==> src/rtl/serial_adder.sv <==
// Bit-serial WIDTH-bit adder: one LSB-first bit pair per clock through a 1-bit
// full-adder cell, with the carry held in a flop between bits.
module fa_cell (
  input  logic a,
  input  logic b,
  input  logic cin,
  output logic y,
  output logic cout
);
  assign y    = a ^ b ^ cin;
  assign cout = (a & b) | (cin & (a ^ b));
endmodule

module serial_adder #(
  parameter int WIDTH = 8
) (
  input  logic             clk,
  input  logic             rst_n,
  input  logic             start,
  input  logic [WIDTH-1:0] a,
  input  logic [WIDTH-1:0] b,
  input  logic             cin,
  output logic             busy,
  output logic             done,
  output logic [WIDTH-1:0] sum,
  output logic             cout,
  output logic             overflow
);
  localparam int CW = (WIDTH > 2) ? $clog2(WIDTH) : 1;
  localparam logic [CW-1:0] LAST = CW'(WIDTH - 1);
  localparam logic [0:0] IDLE = 1'b0;
  localparam logic [0:0] RUN  = 1'b1;

  logic [0:0]       state;
  logic [WIDTH-1:0] a_sr, b_sr, res_sr;
  logic             carry;
  logic [CW-1:0]    count;
  logic             s_bit, c_bit;

  fa_cell u_fa (
    .a    (a_sr[0]),
    .b    (b_sr[0]),
    .cin  (carry),
    .y    (s_bit),
    .cout (c_bit)
  );

  assign busy = (state == RUN);

  always_ff @(posedge clk or negedge rst_n) begin
    if (!rst_n) begin
      state    <= IDLE;
      a_sr     <= '0;
      b_sr     <= '0;
      res_sr   <= '0;
      carry    <= 1'b0;
      count    <= '0;
      done     <= 1'b0;
      sum      <= '0;
      cout     <= 1'b0;
      overflow <= 1'b0;
    end else begin
      done <= 1'b0;
      if (state == IDLE) begin
        if (start) begin
          a_sr  <= a;
          b_sr  <= b;
          carry <= cin;
          count <= '0;
          state <= RUN;
        end
      end else begin
        res_sr <= {s_bit, res_sr[WIDTH-1:1]};
        a_sr   <= a_sr >> 1;
        b_sr   <= b_sr >> 1;
        carry  <= c_bit;
        count  <= count + 1'b1;
        // On the MSB, 'carry' is still the carry into that bit.
        if (count == LAST) begin
          sum      <= {s_bit, res_sr[WIDTH-1:1]};
          cout     <= c_bit;
          overflow <= carry ^ c_bit;
          done     <= 1'b1;
          state    <= IDLE;
        end
      end
    end
  end
endmodule

==> config.mk <==
export PLATFORM = sky130hd
export DESIGN_NAME = serial_adder
export DESIGN_NICKNAME = d
export VERILOG_FILES = /design/src/rtl/serial_adder.sv
export SDC_FILE = /design/constraint.sdc
export NUM_CORES = 1
export LEC_CHECK = 0
export CAP_MARGIN = 40
export CORE_UTILIZATION = 40
export DETAILED_ROUTE_END_ITERATION = 10
export DONT_BUFFER_PORTS = 1
export PLACE_DENSITY_LB_ADDON = 0.12
export SYNTH_ARGS = -nofsm -noshare
export SYNTH_HDL_FRONTEND = slang
export SYNTH_SLANG_ARGS = --single-unit
==> constraint.sdc <==
create_clock -name clk -period 2.85 [get_ports clk]
set_input_delay 0.285 -clock clk [delete_from_list [all_inputs] [get_ports clk]]
set_output_delay 0.285 -clock clk [all_outputs]
set_load 0.01 [all_outputs]
**Yosys cells after proc, flatten, opt, wreduce, memory -nomap -nowiden**

Cells that the tools add are included.

- Add/sub/neg operators: 1
- Equal/unequal tests: 1
- Muxes and demuxes: 13
- Bitwise logic cells: 6
- Reduce and logical (&&, ||, !) cells: 2

Operator list:

| operator | count |
|---|---|
| 8-bit two-way mux | 4 |
| 1-bit two-way mux | 7 |
| 3-bit two-way mux | 2 |
| 3-bit by 1-bit adder with 3-bit output (second input constant) | 1 |
| 3-bit == test (second input constant) | 1 |
| 1-bit bitwise XOR | 3 |
| 1-bit bitwise AND | 2 |
| 2-bit AND reduction | 1 |
| 2-bit nonzero test | 1 |
| 1-bit OR | 1 |

- Bits in registers: 40
- Output and inout port bits: 12

**Logic depth before layout (Yosys ltp)**

Gate-level depths: netlist of the first run.

- Word-level depth: 4
- Depth in mapped cells: 5

**By module**

A second synthesis of the first run with hierarchy kept.

- Cell total of the unflattened synthesis: 126
- Area, all modules: 1692.9 um^2

Modules (own cells, without submodules):

| module | instances | cells each | area an instance (um^2) |
|---|---|---|---|
| serial_adder | 1 | 125 | 1672.9 |
| fa_cell | 1 | 1 | 20.0 |

**Least setup slack after synthesis of the first run**

No wires, ideal clock.

- Path type: reg2reg
- Start point: register count[0]
- End point: register cout
- Setup time: 0.125 ns
- Data arrival time: 1.286 ns
- Required time: 2.725 ns
- Setup slack: 1.439 ns
- Stages on the path, launching flop included: 6
- Path buffers: 1
- Clock period less this slack: 1.411 ns
- Path through: dfrtp_1 > ha_1 > ha_1 > nand2_2 > buf_6 > mux2_4

- Longest elaborated chain between the ends: 2

RTL lines:

| item | RTL line | source |
|---|---|---|
| start, declared | 37 | `logic [CW-1:0] count;` |
| start signal, assigned | 77 | `count <= count + 1'b1;` |
| 3-bit == test | 79 | `if (count == LAST) begin` |
| 2-bit AND reduction (no line) | - |  |
| end signal, assigned | 81 | `cout <= c_bit;` |
| end, declared | 26 | `output logic cout,` |

Every way passes these cells.
A chain may end at the register's enable or synchronous reset.

**Final worst setup path of the first run**

- Start point: register count[0]
- End point: register overflow

- Longest elaborated chain between the ends: 2

RTL lines:

| item | RTL line | source |
|---|---|---|
| 3-bit == test | 79 |  |
| 2-bit AND reduction (no line) | - |  |
| end signal, assigned | 82 | `overflow <= carry ^ c_bit;` |
| end, declared | 27 | `output logic overflow` |

Every way passes these cells.

==> results of run 1 <==
==> repair_timing <==
action,in CTS,in global routing
hold buffers,2,0
hold endpoints to repair,39,0
gates resized for setup,0,0
==> area by class of cell <==
class	instances	area share
inverters	2	0.00414
multi-input cells	77	0.354
clock buffers	6	0.0455
repair buffers	3	0.0207
clock inverters	1	0.00276
flip-flops and latches	39	0.538
well taps	50	0.0345
==> Yosys cell counts (3+ instances only) <==
master	instances	share of area
nand2_1	15	0.034
mux2_2	8	0.054
mux2_4	9	0.080
clkbuf_1	3	0.0067
o21ai_0	15	0.045
nor2_1	3	0.0067
mux2i_1	19	0.11
dfrtp_1	39	0.58
==> cell usage in the layout (no fill, tap or decap), drive strengths merged <==
cell and n:
a22o 2, buf 2, clkbuf 6, clkinv 1, dfrtp 39, dlygate4sd3 1, fa 1, ha 2
inv 2, mux2 17, mux2i 19, nand2 16, nand2b 1, nor2 3, o21ai 15, xor2 1
==> per-stage QoR <==
step	util	area, um2	instances
final	0.450	1810	178
after CTS	0.450	1810	178
after detailed placement	0.421	1700	169
after floorplan	-	1680	126
after global placement	0.421	1700	169
after global routing	0.450	1810	178
==> cell families after synthesis <==
group | share of synthesized area
and+or+nand+nor | 0.0477
adders and majority gates | 0.0268
DFF | 0.581
buffers and inverters | 0.0365
AOI/OAI and AO/OA | 0.0551
muxes | 0.247
xor gates and xnor gates | 0.00522
==> power groups by stage <==
| stage | clock (mW) | combinational (mW) | sequential (mW) |
|---|---|---|---|
| CTS | 0.381 | 0.596 | 0.974 |
| floorplan | 0 | 0.529 | 0.941 |
| global placement | 0 | 0.549 | 0.975 |
| finish | 0.365 | 0.580 | 0.970 |
| global route | 0.404 | 0.656 | 1.01 |
| detailed placement | 0 | 0.578 | 0.982 |
==> worst max-delay path: cells and delay by family (launching register included) <==
| family | cells | cell delay, ns |
|---|---|---|
| simple gates | 1 | 0.29 |
| fa+ha+maj | 2 | 0.41 |
| mux | 1 | 0.38 |
| flops | 1 | 0.40 |
==> layer usage <==
layer / track usage / up-vias / wire length [um]
met3: 0.0548 / 8 / 173
met5: 0 / - / 0
met2: 0.221 / 25 / 1350
met1: 0.162 / 461 / 1110
li1: - / 429 / -
met4: 0.0878 / 0 / 58
==> worst paths after layout <==
path                                            from               endpoint  slack [ns]  cells past startpoint
worst max-delay path            count[0]$_DFFE_PN0P_   overflow$_DFFE_PN0P_        1.24                      4
worst min-delay path                           start         busy$_DFF_PN0_        0.12                      2
worst max register to register  count[0]$_DFFE_PN0P_   overflow$_DFFE_PN0P_        1.24                      4
worst min register to register   b_sr[3]$_DFFE_PN0P_    b_sr[2]$_DFFE_PN0P_        0.48                      2
max in group asynchronous                      rst_n       cout$_DFFE_PN0P_        2.19                      2
min in group asynchronous                      rst_n  res_sr[5]$_DFFE_PN0P_        0.46                      2
==> flip-flops by register name (all words and copies together), names as in the netlist <==
| signal | flops |
|---|---|
| a_sr | 8 |
| b_sr | 8 |
| sum | 8 |
| res_sr | 7 |
| count | 3 |
| busy | 1 |
| carry | 1 |
| cout | 1 |
| done | 1 |
| overflow | 1 |
==> metrics.txt, run 1 <==
setup TNS=0 ns; htree depth=2; vias in the first global route=986; Ports=32; CP endpoint kind=register; DRT antenna net count=0; CP Data Required Time=3.02 ns; Sw Share=0.318; Tmin final=1.61 ns; sequential share of power=0.507; CP arrival=1.78 ns; DPL Wire Length=1730 um; DIE WIDTH=66.8 um; syn avg cell area=13.3 um2; count of final hold-check violations=0; pre-CTS setup slack=1.25 ns; Worst-path clk slew=0.07 ns; Synth warnings=0; GRT Overall Usage=0.142; Final WS setup=1.24 ns; drt pass-1 iters=4; Starting DRT DRC Count=57; Post-Syn Area=0.00168 mm2; gr ovfl total=0; Slowest-stage cell, CP=dfrtp_1; largest net degree at the start of global routing=46; Starting Density=0.417; RSZ-0062 raised after global routing=false; post-CTS setup buffer count=0; number of fill cells=386; first-pass GRT wire length=4540 um; layout cells sized above 1=0.211; EDFF count, synth=0; # DRC=0; CP Max Fanout=11; relative slew slack=0.700; CP dominant cell by count=ha_1; area of the multi-input gates=642 um2; Cells after Synth=126; ys flop type=dfrtp_1; crit-path cells=ha_1 -> ha_1 -> nand2_2 -> mux2_2; Max Transition Viols Final=0; Root Buffer=clkbuf_8; Synth Register Bits=39; Cell Pwr Density=1060 mW/mm2; Routed WL per cell=15.1 um; area delta synth->final=7.97%; fmax=621 MHz; total number of vias=923; clock skew=0.00562 ns; Pint=1.31 mW; TritonCTS Buffers=5; clock network power share=0.190; vias per cell=5.19; maxcap violations=0; Tcrit/Tclk final=0.565; ys async rst share=1.00; Sw Pwr=0.609 mW; post-synth cell types=18; clock tree from TritonCTS=yes; Critical Path Max Stage Delay=0.40 ns; Crit Path Category=reg2reg; Finish-stage setup viols=0; Synth Net Count=149; antenna violations before repair=0; clock buffer depth=2; Die Span Y=66.8 um; Slew @ Worst Pin=0.449 ns; Port Buf Inserts=0; CTS sink count=39; FF+latch area=976 um2; fin nets=151; VDD IR max=0.393 mV; Placeable Area=0.00403 mm2; Die Area=0.00446 mm2; run status=finished, final reports clean; Setup crit start kind=register; Final Routed Wirelength=2700 um; combinational share of power=0.303; RePlAce Congestion=0.663; Design Power=1.92 mW; ANT cells=0; hold_ws=0.124 ns; sequential-to-total area share from yosys stat=0.581; Site Rows=23; Clock Latency Late Sink=0.29 ns; hold crit path type=in2reg; LEAKAGE=0.908 nW
Power figures use the tool's default switching activity.
==> run 2: changes to the inputs <==
- clock period: 2.85 -> 1.5 ns (I/O delays scaled with it)
==> metrics.txt, run 2 (synthesis gave the netlist of run 1 again) <==
Port Buf Inserts=0 (unchanged); Design Power=3.83 mW (+100%); most common cell after layout, fill and taps aside=dfrtp_1; Finish-stage setup viols=0 (unchanged); Die Area=0.00446 mm2 (unchanged); Tcrit/Tclk final=0.962 (+0.396); DPL Wire Length=1730 um (about the same); area delta synth->final=13.2%; Crit Path Category=reg2reg; GRT Overall Usage=0.146 (+0.00438); Ports=32 (unchanged); maxcap violations=0 (unchanged); CP endpoint kind=register; CP Data Required Time=1.68 ns (-1.34 ns); # DRC=0 (unchanged); gr ovfl total=0 (unchanged); Worst-path clk slew=0.07 ns (about the same); largest net degree at the start of global routing=40 (-13%); DR top layer=met4; Placeable Area=0.00403 mm2 (unchanged); fmax=693 MHz (+12%); count of final hold-check violations=0 (unchanged); clock skew=0.00585 ns (+0.000232 ns); CP Max Fanout=6 (-5); Clock Latency Late Sink=0.28 ns (about the same); Largest regs=a_sr (8), b_sr (8), sum (8); CP arrival=1.62 ns (-0.16 ns); relative slew slack=0.786 (+0.0851); hold crit path type=in2reg; most frequent cells in the layout=dfrtp_1 (39), mux2i_1 (19), nand2_1 (15), o21ai_0 (15), mux2_4 (9); Root Buffer=clkbuf_8; clock tree from TritonCTS=yes; Critical Path Max Stage Delay=0.39 ns (about the same); crit-path cells=ha_1 -> ha_2 -> nand2_2 -> buf_12 -> mux2_2; drt pass-1 iters=2 (-2); VDD IR max=0.564 mV (+44%); clock buffer depth=2 (unchanged); RSZ-0062 raised after global routing=false; CTS sink count=39 (unchanged); vias in the first global route=999 (+1.3%); layout cells sized above 1=0.246 (+0.0353); RePlAce Congestion=0.693 (+4.5%); Routed WL per cell=14.8 um (-2.0%); vias per cell=5.07 (-2.2%); Final Routed Wirelength=2730 um (+1.3%); Starting DRT DRC Count=27 (-53%); post-CTS setup buffer count=0 (unchanged); flop-to-flop setup slack=0.06 ns (-1.18 ns); Tmin final=1.44 ns (-0.169 ns); fin util=0.472 (+0.0217); Slowest-stage cell, CP=dfrtp_1; run status=finished, final reports clean; htree depth=2 (unchanged); Site Rows=23 (unchanged); TritonCTS Buffers=5 (unchanged); Slew @ Worst Pin=0.322 ns (-0.128 ns); Starting Density=0.417 (unchanged); DRT antenna net count=0 (unchanged); setup TNS=0 ns (unchanged); met2 WL post-DR=1340 um (-0.74%); Max Transition Viols Final=0 (unchanged); antenna violations before repair=0 (unchanged); DIE WIDTH=66.8 um (unchanged); Setup crit start kind=register; metal1 wirelength=1230 um (+10%); total number of vias=933 (+1.1%); LEAKAGE=0.947 nW (+4.2%); first-pass GRT wire length=4620 um (+1.8%); Die Span Y=66.8 um (unchanged); fin nets=156 (+3.3%); DP Area=0.00173 mm2 (+2.1%); met3 wire length=135 um (-22%); ANT cells=0 (unchanged); Cell Pwr Density=2020 mW/mm2 (+91%); hold_ws=0.0231 ns (-0.101 ns); fin area=0.00190 mm2 (+4.8%)
## run 2: cell count changes in the layout (fill, tap and decap cells not counted), sizes merged
| cell | before | now |
|---|---|---|
| clkbuf | 6 | 9 |
| buf | 2 | 5 |
| dlygate4sd3 | 1 | 2 |
| clkinv | 1 | 0 |
## run 2: path summary, 6_finish.rpt
kind,startpoint,endpoint,depth (start not counted)
max reg2reg,count[1]$_DFFE_PN0P_,overflow$_DFFE_PN0P_,5
max in group asynchronous,rst_n,b_sr[0]$_DFFE_PN0P_,2
min reg2reg,a_sr[2]$_DFFE_PN0P_,a_sr[1]$_DFFE_PN0P_,2
max,count[1]$_DFFE_PN0P_,overflow$_DFFE_PN0P_,5
min,a[7],a_sr[7]$_DFFE_PN0P_,2
min in group asynchronous,rst_n,sum[6]$_DFFE_PN0P_,2
## run 2: what timing repair did
item / CTS / global route
hold buffers: 3 / 0
resized for setup: 0 / 2
endpoints found under the hold margin: 40 / 0
endpoints found under the setup margin: 0 / 1
## run 2: layout make-up
class	instances	area, um2
well taps	50	62.6
multi-input cells	77	647
clock buffers	8	100
inverters	2	7.51
flip-flops and latches	39	976
repair buffers	8	108
fillers	396	2130
## run 2: critical path: cells and delay by family, from the launching register on
kind	cells	cell delay (ns)
multiplexers	1	0.32
flip-flops	1	0.39
buffers and inverters	1	0.14
adder cells (fa/ha/maj)	2	0.37
AND/OR/NAND/NOR	1	0.11
## run 2: per-layer routing
layer,GRT usage,vias to the layer above
li1,-,444
met1,0.162,462
met2,0.236,22
met3,0.0702,5
met4,0.0638,0
met5,0,-
## run 2: where the power goes
group          switching (mW)  total, mW  internal (mW)
combinational           0.499       1.22          0.722
clock                   0.347      0.767          0.420
sequential              0.342       1.84           1.50
## run 2: through the flow
step                instances  setup WS (ns)
global route              184        0.00302
finish                    184         0.0575
detailed placement        172         0.0453
floorplan                 126         0.0893
global placement          172         0.0646
CTS                       183         0.0366
==> run 3: changes to the inputs <==
- CELL_PAD_IN_SITES_DETAIL_PLACEMENT: not set -> 1
- CELL_PAD_IN_SITES_GLOBAL_PLACEMENT: not set -> 2
==> metrics.txt, run 3 (synthesis gave the netlist of run 1 again) <==
fin util=0.482 (+0.0106); Slowest-stage cell, CP=dfrtp_1; Slew @ Worst Pin=0.306 ns (-0.0160 ns); sequential share of power=0.457 (-0.024); grt met3 use=0.0634 (-0.00685); Clock Latency Late Sink=0.29 ns (about the same); CP endpoint kind=register; DPL Wire Length=1930 um (+12%); maxcap violations=0 (unchanged); DRT antenna net count=0 (unchanged); largest net degree at the start of global routing=40 (unchanged); Routed WL per cell=16.0 um (+8.0%); ANT cells=0 (unchanged); grt peak-use layer=met2; Tmin final=1.44 ns (-0.00570 ns); Critical Path Max Stage Delay=0.39 ns (about the same); fmax=696 MHz (+0.40%); first-pass GRT wire length=5000 um (+8.0%); relative slew slack=0.796 (+0.0107); TritonCTS Buffers=5 (unchanged); GRT Overall Usage=0.157 (+0.0104); crit-path cells=ha_1 -> ha_2 -> nand2_4 -> buf_12 -> mux2_2; clock network power share=0.221 (+0.021); layout cells sized above 1=0.263 (+0.0165); clock tree from TritonCTS=yes; Worst-path clk slew=0.08 ns (about the same); GR Util met1=0.172 (+0.00946); clock skew=0.00413 ns (-0.00172 ns); Cell Pwr Density=2080 mW/mm2 (+3.2%); antenna violations before repair=0 (unchanged); VDD IR max=0.904 mV (+60%); Max Transition Viols Final=0 (unchanged); Finish-stage setup viols=0 (unchanged); Pint=2.80 mW (+6.0%); Starting DRT DRC Count=16 (-41%); Crit Path Category=reg2reg; count of final hold-check violations=0 (unchanged); CP Data Required Time=1.68 ns (about the same); Site Rows=23 (unchanged); drt pass-1 iters=4 (+2); DP Area=0.00175 mm2 (+0.87%); gr ovfl total=0 (unchanged); met2 Use GR=0.259 (+0.0227); Port Buf Inserts=0 (unchanged); Root Buffer=clkbuf_8; setup TNS=0 ns (unchanged); # DRC=0 (unchanged); Sw Share=0.307 (-0.00368); area delta synth->final=15.7%; fin area=0.00194 mm2 (+2.2%); Die Span Y=66.8 um (unchanged); htree depth=2 (unchanged); vias in the first global route=1062 (+6.3%); Largest regs=a_sr (8), b_sr (8), sum (8); Tcrit/Tclk final=0.958 (-0.00380); combinational share of power=0.322 (+0.003); Die Area=0.00446 mm2 (unchanged); clock buffer depth=2 (unchanged); most frequent cells in the layout=dfrtp_1 (39), mux2i_1 (19), nand2_1 (15), o21ai_0 (15), mux2_4 (9); DIE WIDTH=66.8 um (unchanged); Ports=32 (unchanged); most common cell after layout, fill and taps aside=dfrtp_1; fin nets=159 (+1.9%); Starting Density=0.417 (unchanged); vias per cell=5.10 (+0.61%); Placeable Area=0.00403 mm2 (unchanged); CTS sink count=39 (unchanged); RePlAce Congestion=0.648 (-6.5%); total number of vias=954 (+2.3%); hold crit path type=in2reg; Setup crit start kind=register; CP arrival=1.62 ns (about the same); LEAKAGE=0.977 nW (+3.2%); CP Max Fanout=6 (unchanged); run status=finished, final reports clean; Sw Pwr=1.24 mW (+4.2%); Final Routed Wirelength=3000 um (+9.8%); RSZ-0062 raised after global routing=false
==> run 3: layout make-up <==
cell class	instances	area [um2]
timing repair buffer	11	130
multi-input combinational	77	649
clock buffer	6	82.6
sequential	39	976
fill	418	2090
tap	50	62.6
inverter	2	7.51
clock inverter	2	35.0
==> run 3: repair_timing <==
item | in CTS | in global routing
setup buffers | 0 | 1
hold buffers | 3 | 0
gates resized for setup | 0 | 2
setup endpoints to repair | 0 | 10
endpoints found under the hold margin | 40 | 0
==> run 3: critical path, delay by kind of cell, from the launching register on <==
kind / cells / cell delay [ns]
muxes: 1 / 0.32
adders and majority gates: 2 / 0.40
buffers and inverters: 1 / 0.13
and+or+nand+nor: 1 / 0.08
DFF: 1 / 0.39
==> run 3: path summary, 6_finish.rpt <==
kind                                      start                    to  slack, ns  cells past startpoint
setup / recovery           count[0]$_DFFE_PN0P_  overflow$_DFFE_PN0P_       0.06                      5
hold / removal                             b[7]   b_sr[7]$_DFFE_PN0P_       0.03                      2
setup reg to reg           count[0]$_DFFE_PN0P_  overflow$_DFFE_PN0P_       0.06                      5
hold reg to reg             b_sr[3]$_DFFE_PN0P_   b_sr[2]$_DFFE_PN0P_       0.49                      2
max in group asynchronous                 rst_n   a_sr[0]$_DFFE_PN0P_       0.99                      2
min in group asynchronous                 rst_n        done$_DFF_PN0_       0.31                      2
==> run 3: power groups by stage <==
stage                     clock network, mW  registers [mW]  logic, mW
after floorplan                           0            1.79       1.01
after global placement                    0            1.84       1.15
after detailed placement                  0            1.87       1.22
after CTS                             0.930            1.85       1.27
after global routing                  0.970            1.91       1.46
final                                 0.892            1.85       1.30
==> run 3: stage by stage <==
step	power (mW)	setup WS, ns	hold slack [ns]	std cells
3_3_place_gp	3.00	0.0696	-0.145	174
6_report	4.04	0.0632	0.0257	187
3_5_place_dp	3.10	0.0115	-0.145	174
2_1_floorplan	2.79	0.0893	-0.146	126
4_1_cts	4.05	0.000943	0.0133	185
5_1_grt	4.35	0.00722	0.0208	187
==> run 3: layer usage <==
layer / part of all wire / wire, um / vias up
met1: 0.43 / 1300 / 475
met3: 0.058 / 175 / 6
met4: 0.020 / 61 / 0
met5: 0 / 0 / -
met2: 0.49 / 1460 / 25
li1: - / - / 448
